--- src/rtl/crc_stream_seq.sv ---
// APB4 master sequencer: programs the CRC peripheral, streams one packet of
// words into its DATA register at a fixed pace, then returns the final CRC.
module crc_stream_seq #(
  parameter int                ADDR_W    = 32,
  parameter logic [ADDR_W-1:0] BASE_ADDR = '0,
  parameter int                WAIT_CYC  = 6
) (
  input  logic              pclk,
  input  logic              presetn,
  input  logic [1:0]        cfg_mode,
  input  logic              cfg_revin,
  input  logic              cfg_revout,
  input  logic [31:0]       cfg_init,
  input  logic [31:0]       cfg_xorv,
  input  logic              s_valid,
  output logic              s_ready,
  input  logic [31:0]       s_data,
  input  logic              s_last,
  output logic              res_valid,
  input  logic              res_ready,
  output logic [31:0]       res_data,
  output logic              res_err,
  output logic [ADDR_W-1:0] paddr,
  output logic              psel,
  output logic              penable,
  output logic              pwrite,
  output logic [31:0]       pwdata,
  input  logic              pready,
  input  logic [31:0]       prdata,
  input  logic              pslverr
);

  localparam logic [ADDR_W-1:0] A_CTRL  = BASE_ADDR + ADDR_W'(32'h00);
  localparam logic [ADDR_W-1:0] A_INIT  = BASE_ADDR + ADDR_W'(32'h04);
  localparam logic [ADDR_W-1:0] A_XORV  = BASE_ADDR + ADDR_W'(32'h08);
  localparam logic [ADDR_W-1:0] A_DATA  = BASE_ADDR + ADDR_W'(32'h0C);
  localparam logic [3:0]        WAIT_LD = 4'(WAIT_CYC - 1);

  typedef enum logic [3:0] {
    IDLE, W_INIT, W_XORV, W_CLR, W_EN, D_GET, D_WR, D_WAIT, R_RES, RESP
  } state_t;

  state_t      state, state_n;
  logic        acc;
  logic [3:0]  wait_cnt;
  logic [1:0]  mode_q;
  logic        revin_q, revout_q;
  logic [31:0] init_q, xorv_q;
  logic [31:0] word_q;
  logic        last_q;
  logic        xfer_done;

  // Handshake rule: an APB transfer completes on the cycle psel&&penable&&pready
  // is high; stream words and results transfer on valid&&ready at the clock edge.
  assign xfer_done = psel && acc && pready;

  always_comb begin
    state_n   = state;
    psel      = 1'b0;
    pwrite    = 1'b0;
    paddr     = '0;
    pwdata    = '0;
    s_ready   = 1'b0;
    res_valid = 1'b0;
    case (state)
      IDLE: begin
        if (s_valid) state_n = W_INIT;
      end
      W_INIT: begin
        psel = 1'b1; pwrite = 1'b1; paddr = A_INIT; pwdata = init_q;
        if (acc && pready) state_n = W_XORV;
      end
      W_XORV: begin
        psel = 1'b1; pwrite = 1'b1; paddr = A_XORV; pwdata = xorv_q;
        if (acc && pready) state_n = W_CLR;
      end
      W_CLR: begin
        psel = 1'b1; pwrite = 1'b1; paddr = A_CTRL;
        pwdata = {26'd0, mode_q, revout_q, revin_q, 1'b1, 1'b0};
        if (acc && pready) state_n = W_EN;
      end
      W_EN: begin
        psel = 1'b1; pwrite = 1'b1; paddr = A_CTRL;
        pwdata = {26'd0, mode_q, revout_q, revin_q, 1'b0, 1'b1};
        if (acc && pready) state_n = D_GET;
      end
      D_GET: begin
        s_ready = 1'b1;
        if (s_valid) state_n = D_WR;
      end
      D_WR: begin
        psel = 1'b1; pwrite = 1'b1; paddr = A_DATA; pwdata = word_q;
        if (acc && pready) state_n = D_WAIT;
      end
      D_WAIT: begin
        if (wait_cnt == 4'd0) state_n = last_q ? R_RES : D_GET;
      end
      R_RES: begin
        psel = 1'b1; paddr = A_DATA;
        if (acc && pready) state_n = RESP;
      end
      RESP: begin
        res_valid = 1'b1;
        if (res_ready) state_n = IDLE;
      end
      default: state_n = IDLE;
    endcase
    penable = psel && acc;
  end

  always_ff @(posedge pclk or negedge presetn) begin
    if (!presetn) begin
      state    <= IDLE;
      acc      <= 1'b0;
      wait_cnt <= '0;
      mode_q   <= '0;
      revin_q  <= 1'b0;
      revout_q <= 1'b0;
      init_q   <= '0;
      xorv_q   <= '0;
      word_q   <= '0;
      last_q   <= 1'b0;
      res_data <= '0;
      res_err  <= 1'b0;
    end else begin
      state <= state_n;
      // Setup phase lasts one cycle; access phase holds until pready.
      acc   <= psel && !(acc && pready);

      if (state == IDLE && s_valid) begin
        mode_q   <= cfg_mode;
        revin_q  <= cfg_revin;
        revout_q <= cfg_revout;
        init_q   <= cfg_init;
        xorv_q   <= cfg_xorv;
      end

      if (state == D_GET && s_valid) begin
        word_q <= s_data;
        last_q <= s_last;
      end

      if (state == D_WR && xfer_done) wait_cnt <= WAIT_LD;
      else if (state == D_WAIT && wait_cnt != 4'd0) wait_cnt <= wait_cnt - 4'd1;

      if (state == R_RES && xfer_done) res_data <= prdata;

      if (xfer_done && pslverr) res_err <= 1'b1;
      else if (state == RESP && res_ready) res_err <= 1'b0;
    end
  end

endmodule

--- config.mk ---
export PLATFORM = sky130hd
export DESIGN_NAME = crc_stream_seq
export DESIGN_NICKNAME = d
export VERILOG_FILES = /design/src/rtl/crc_stream_seq.sv
export SDC_FILE = /design/constraint.sdc
export NUM_CORES = 1
export LEC_CHECK = 0
export CORE_UTILIZATION = 40
export CTS_CLUSTER_SIZE = 25
export DETAILED_ROUTE_END_ITERATION = 16
export GPL_ROUTABILITY_DRIVEN = 0
export PLACE_DENSITY = 0.84
export RECOVER_POWER = 50
export SETUP_SLACK_MARGIN = 0.15
export SLEW_MARGIN = 5
export SYNTH_ARGS = -nofsm -noshare
export SYNTH_HDL_FRONTEND = slang
export SYNTH_SLANG_ARGS = --single-unit
--- constraint.sdc ---
create_clock -name pclk -period 1.8 [get_ports pclk]
set_clock_uncertainty 0.05 [all_clocks]
set_input_delay 0.27 -clock pclk [delete_from_list [all_inputs] [get_ports pclk]]
set_output_delay 0.27 -clock pclk [all_outputs]
set_load 0.05 [all_outputs]
[Word-level counts from Yosys, hierarchy flattened]
Index checks and enable logic that the tools add are counted.
Word-level totals
  input bits: 139
  latch bits: 0
  RAM bits: 0
  output and inout port bits: 102
  logic and storage cells: 75
  memories kept: 0
  ROM bits: 0
  flip-flop bits (word level): 143
Operators by class
  muxes and demuxes: 22
  eq/ne operators: 19
  $lt $le $gt $ge: 0
  $mul: 0
  reduce and logical (&&, ||, !) cells: 21
  shift operators: 0
  bitwise gates (word level): 0
  div/mod/pow operators: 0
  add/subtract/negate cells: 1
Operators with widths (number)
  $pmux 32 s5: 1
  $mux 4: 13
  $pmux 4 s10: 1
  $ne 2x2->1 const B: 10
  $eq 4x3->1 const B: 4
  $pmux 4 s3: 1
  $logic_and 1x1->1: 11
  $reduce_and 10->1: 1
  $eq 4x2->1 const B: 2
  $eq 4x4->1 const B: 2
  $logic_not 4->1: 2
  $mux 1: 6
  $reduce_or 6->1: 1
  $reduce_or 5->1: 1
  $eq 4x1->1 const B: 1
  $reduce_bool 2->1: 2
  $reduce_bool 4->1: 1
  $sub 4x1->4 const B: 1
  $reduce_or 2->1: 1
  $logic_not 1->1: 1

[Longest topological paths before layout]
  depth after elaboration: 7
  gate-level depth with buffers: 6
  depth with buffers taken out: 6

[Least setup slack after synthesis]
OpenSTA, ideal clock, no wires.
  path kind: register to register
  start: register state[1]
  end: register res_err
  period minus slack after synthesis: 2527 ps
  cell stages (with the launch flop): 6
  path slack: -727 ps
  data required time: 1629 ps
  buffers on the path: 1
  library setup time: 121 ps
  arrival time: 2356 ps
  cells stage by stage: dfrtp_1 > buf_4 > nand2b_2 > nor3b_1 > nand2_1 > a22o_1
On the way
  cells in the longest elaborated chain, start to end: 7
  elaborated cells between the ends (all ways): 15
  those cells by class: eq/ne: 7; mux: 2; reduce/logical: 6
Ends and longest elaborated chain
  start, declared: line 43  | state_t state, state_n;
  start signal, assigned: line 126  | state <= state_n;
  $eq 4x3->1 (tied with other cells): line 65  | case (state)
  $reduce_or 6->1 (no source line)
  $mux 1: line 65
  $logic_and 1x1->1 (2 in series): line 55  | assign xfer_done = psel && acc && pready;
  $logic_and 1x1->1: line 148  | if (xfer_done && pslverr) res_err <= 1'b1;
  $mux 1 or $reduce_bool 2->1 (tied branches)
  end signal, assigned: line 124  | res_err <= 1'b0;
  end signal, assigned: line 148
  end signal, assigned: line 149  | else if (state == RESP && res_ready) res_err <= 1'b0;
  end, declared: line 22  | output logic res_err,
Several ways; a longest one is shown, not always the timed one.
A chain may end at the register's enable or synchronous reset.

[Final worst setup path]
  start: register state[0]
  end: output pwdata[31]
On the way
  cells in the longest elaborated chain, start to end: 2
  elaborated cells between the ends (all ways): 6
  those cells by class: eq/ne: 5; mux: 1
Ends and longest elaborated chain
  $eq 4x3->1 (tied with other cells): line 65
  $pmux 32 s5 (*): line 65
  end, declared: line 27  | output logic [31:0] pwdata,
Every way passes the cells marked *; elsewhere a longest branch is shown, timed or not.

==> impl_metrics.yaml <==
critical_path:
  cpMostUsedCell: "buf_6"
  critPathMaxStageDelay_ns: 0.45
  critPathLaunch: "state[0]"
  cp_top_family: "buffers and inverters"
  cp_num_cells: 8
  critPathCaptureType: "output port"
  r2r-start: "state[2]"
  timing.rr.end: "res_data[10]"
  path_max_fanout: 6
  slowest_stage: "dfrtp_2"
  worstPathCellList: "buf_6, nand2b_4, nor3_4, buf_6, clkbuf_16, a222oi_1, inv_2, buf_12"
  crit_path_end: "pwdata[31]"
  cp.arrival_ns: 2.08
  r2r_cells: 8
  cp.required_ns: 1.48
  rrSetupSlack_ns: -0.52
  cp-start-kind: "flop"
  crit_type: "flop to output port"
  critPathBufInv: 5
clock_network:
  cts_made_buffers: 17
  clock_sinks: 143
  root_buffer: "clkbuf_16"
  ctsLongestPathBuffers: 2
  clk_pin_slew_ns: 0.06
  htree_levels: 4
  cts_tree: "yes"
  clk_latency_ns: 0.41
timing:
  fin_setup_tns_ns: -65.78
  period_needed_ns: 2.400
  report.final.hold_viol_count: 0
  slew_headroom_pct: 36.74
  finalCritPeriodShare_pct: 133.3
  worstMarginPinSlew_ns: 0.9488
  drv_slew: 0
  rsz0062_at_grt: "true"
  fmax_mhz: 416.7
  holdWs_ns: 0.4159
  worst_slack_ns: -0.5998
  finalSetupViolCount: 181
floorplanning:
  dieArea_um2: 16640
  core_region_area_um2: 15830
  std_cell_rows: 46
  pin_count: 241
  fp.dieW_um: 129.0
  initial_utilization_pct: 40.76
  die_h_um: 129.0
routing:
  drt_iter0_drc: 327
  vias_per_cell: 5.204
  routedWlPerCell_um: 20.86
  drc: 0
  wirelength_um: 21090
  via_count: 5261
  drt_first_pass_iters: 7
  ant_nets: 0
logic_synthesis:
  async_reset_ff_share_pct: 100.0
  ys_ff_latch: 143
  synth-xor-area-share_pct: 0.1358
  syn_area_per_cell_um2: 13.50
  synth_compound_area_share_pct: 7.292
  yosys_warnings: 0
  synthFlopType: "dfrtp_1"
  synth.area.mux_share_pct: 23.70
  synth_edf_count: 0
  yosys.area_share.simple_pct: 4.926
  synthCells: 478
  synth_cell_type_count: 50
  syn_area_um2: 6451
  synthAdderAreaFrac_pct: 0.3491
  ys_seq_area_share_pct: 55.47
  synth_top_family_by_area: "multiplexers"
power:
  ir_worst_vdd_mv: 1.373
  p_per_area_nw_per_um2: 1794
  leakagePower_nw: 5.236
place:
  placed_area_um2: 9584
  place_ws_ns: -0.2293
  hpwl_um: 12740
  portBuffers: 210
global_route:
  grt_max_degree: 57
  antenna_found_initial: 1
  overflow: 0
  gr-usage-all-layers_pct: 25.58
  grt_pass1_wl_um: 31490
  grt_pass1_vias: 5698
run_status:
  outcome: "finished, violations left"
  violations: "negative setup slack"
layout:
  nFillCells: 982
  utilization_pct: 71.64
  syn_to_final_growth_pct: 75.76
  drive_above_1_share_pct: 50.94
  n_antenna_cell: 0
  layout.nets: 924
  multiInputGateArea_um2: 2908
  seqCellArea_um2: 3583
  design_area_um2: 11340
hold_path:
  hold_class: "input port to flop"
job:
  cap_violations: 0
==> worst reg2reg max path, cell delays in order (launching register included) <==
cell and delay, ns:
dfrtp_2 0.49, or4b_4 0.58, buf_6 0.14, buf_6 0.10, nor2_4 0.15, buf_6 0.15
buf_12 0.11, buf_16 0.13, mux2_4 0.32
==> how the worst min path moves through the flow <==
stage / from / endpoint / slack (ns) / depth (start not counted)
6_report: s_data[28] / word_q[28] / 0.42 / 2
5_1_grt: cfg_xorv[3] / xorv_q[3] / 0.40 / 2
4_1_cts: presetn / res_data[30] / 0.28 / 2
3_5_place_dp: presetn / res_data[27] / 0.15 / 1
3_3_place_gp: presetn / res_data[30] / 0.14 / 1
2_1_floorplan: presetn / acc / -0.08 / 0
==> through the flow <==
step | std cells | total power [mW]
2_1_floorplan | 507 | 10.96
3_3_place_gp | 921 | 14.68
3_5_place_dp | 921 | 15.04
4_1_cts | 992 | 19.79
5_1_grt | 1011 | 21.20
6_report | 1011 | 20.34
==> synth_stat cells (4+ instances only) <==
| master | n | area (um^2) |
|---|---|---|
| clkbuf_1 | 4 | 15.01 |
| buf_2 | 14 | 70.07 |
| nor2_1 | 10 | 37.54 |
| buf_4 | 33 | 247.7 |
| nand2_1 | 8 | 30.03 |
| o21ai_0 | 4 | 20.02 |
| o21ai_1 | 6 | 30.03 |
| buf_6 | 5 | 56.30 |
| mux2_1 | 36 | 405.4 |
| nor2b_1 | 4 | 25.02 |
| dfrtp_1 | 143 | 3578 |
| a222oi_1 | 30 | 300.3 |
| mux2_2 | 98 | 1104 |
| inv_1 | 34 | 127.6 |
| nand2b_1 | 4 | 25.02 |
==> report_power, final <==
| group | leakage, nW | internal [mW] | total (mW) | switching (mW) |
|---|---|---|---|---|
| clock network | 0.286 | 2.27 | 3.55 | 1.28 |
| logic | 3.16 | 5.79 | 11.3 | 5.53 |
| registers | 1.79 | 4.58 | 5.47 | 0.886 |
| total | 5.24 | 12.6 | 20.3 | 7.70 |
==> logic make-up (layout without fill, tap and decap cells) <==
kind of cell               count (synthesis)  after routing
other                                      1             30
AOI/OAI and AO/OA                         56             56
DFF                                      143            143
muxes                                    136            136
xor gates and xnor gates                   1              1
adders and majority gates                  2              2
and+or+nand+nor                           48             48
buffers and inverters                     91            379
==> registers in the layout (all words and copies together) (netlist names) <==
signal / cells
res_err: 1
wait_cnt: 4
revout_q: 1
revin_q: 1
acc: 1
state: 4
word_q: 32
res_data: 32
last_q: 1
xorv_q: 32
mode_q: 2
init_q: 32
==> per-layer routing <==
metal	vias to the layer above	global-route usage (%)	wire length (um)	share of wire, %
met1	2680	28.11	7712	37
met5	-	0	11	0.052
li1	2284	-	-	-
met4	2	9.619	519	2.5
met3	39	8.067	1476	7.0
met2	256	46.10	11370	54
==> cells in the final DEF (no fill, tap or decap), types with 5 or more instances in the layout <==
| cell | instances |
|---|---|
| clkbuf_8 | 5 |
| mux2_4 | 38 |
| buf_12 | 57 |
| inv_2 | 26 |
| nor2_1 | 7 |
| clkbuf_16 | 18 |
| nand2_1 | 5 |
| clkbuf_2 | 5 |
| inv_1 | 8 |
| clkdlybuf4s50_1 | 137 |
| buf_16 | 14 |
| mux2_2 | 96 |
| conb_1 | 30 |
| dfrtp_1 | 139 |
| buf_4 | 58 |
| a222oi_1 | 30 |
| buf_6 | 31 |
| o21ai_4 | 7 |
==> final cells by class <==
type | count | share of cell area, %
multi-input cells | 273 | 25.65
clock buffers | 24 | 4.249
flip-flops and latches | 143 | 31.60
well taps | 216 | 2.384
repair buffers | 315 | 34.04
clock inverters | 6 | 0.9490
inverters | 34 | 1.126
==> repair_timing <==
item / 4_1_cts / 5_1_grt
endpoints found under the setup margin: 193 / 190
gates cloned: 13 / 1
hold buffers: 1 / 0
endpoints found under the hold margin: 35 / 0
resized for setup: 78 / 42
pin swaps: 21 / 21
buffers inserted: 27 / 18
Note: power is estimated with default switching activity, not from simulation.
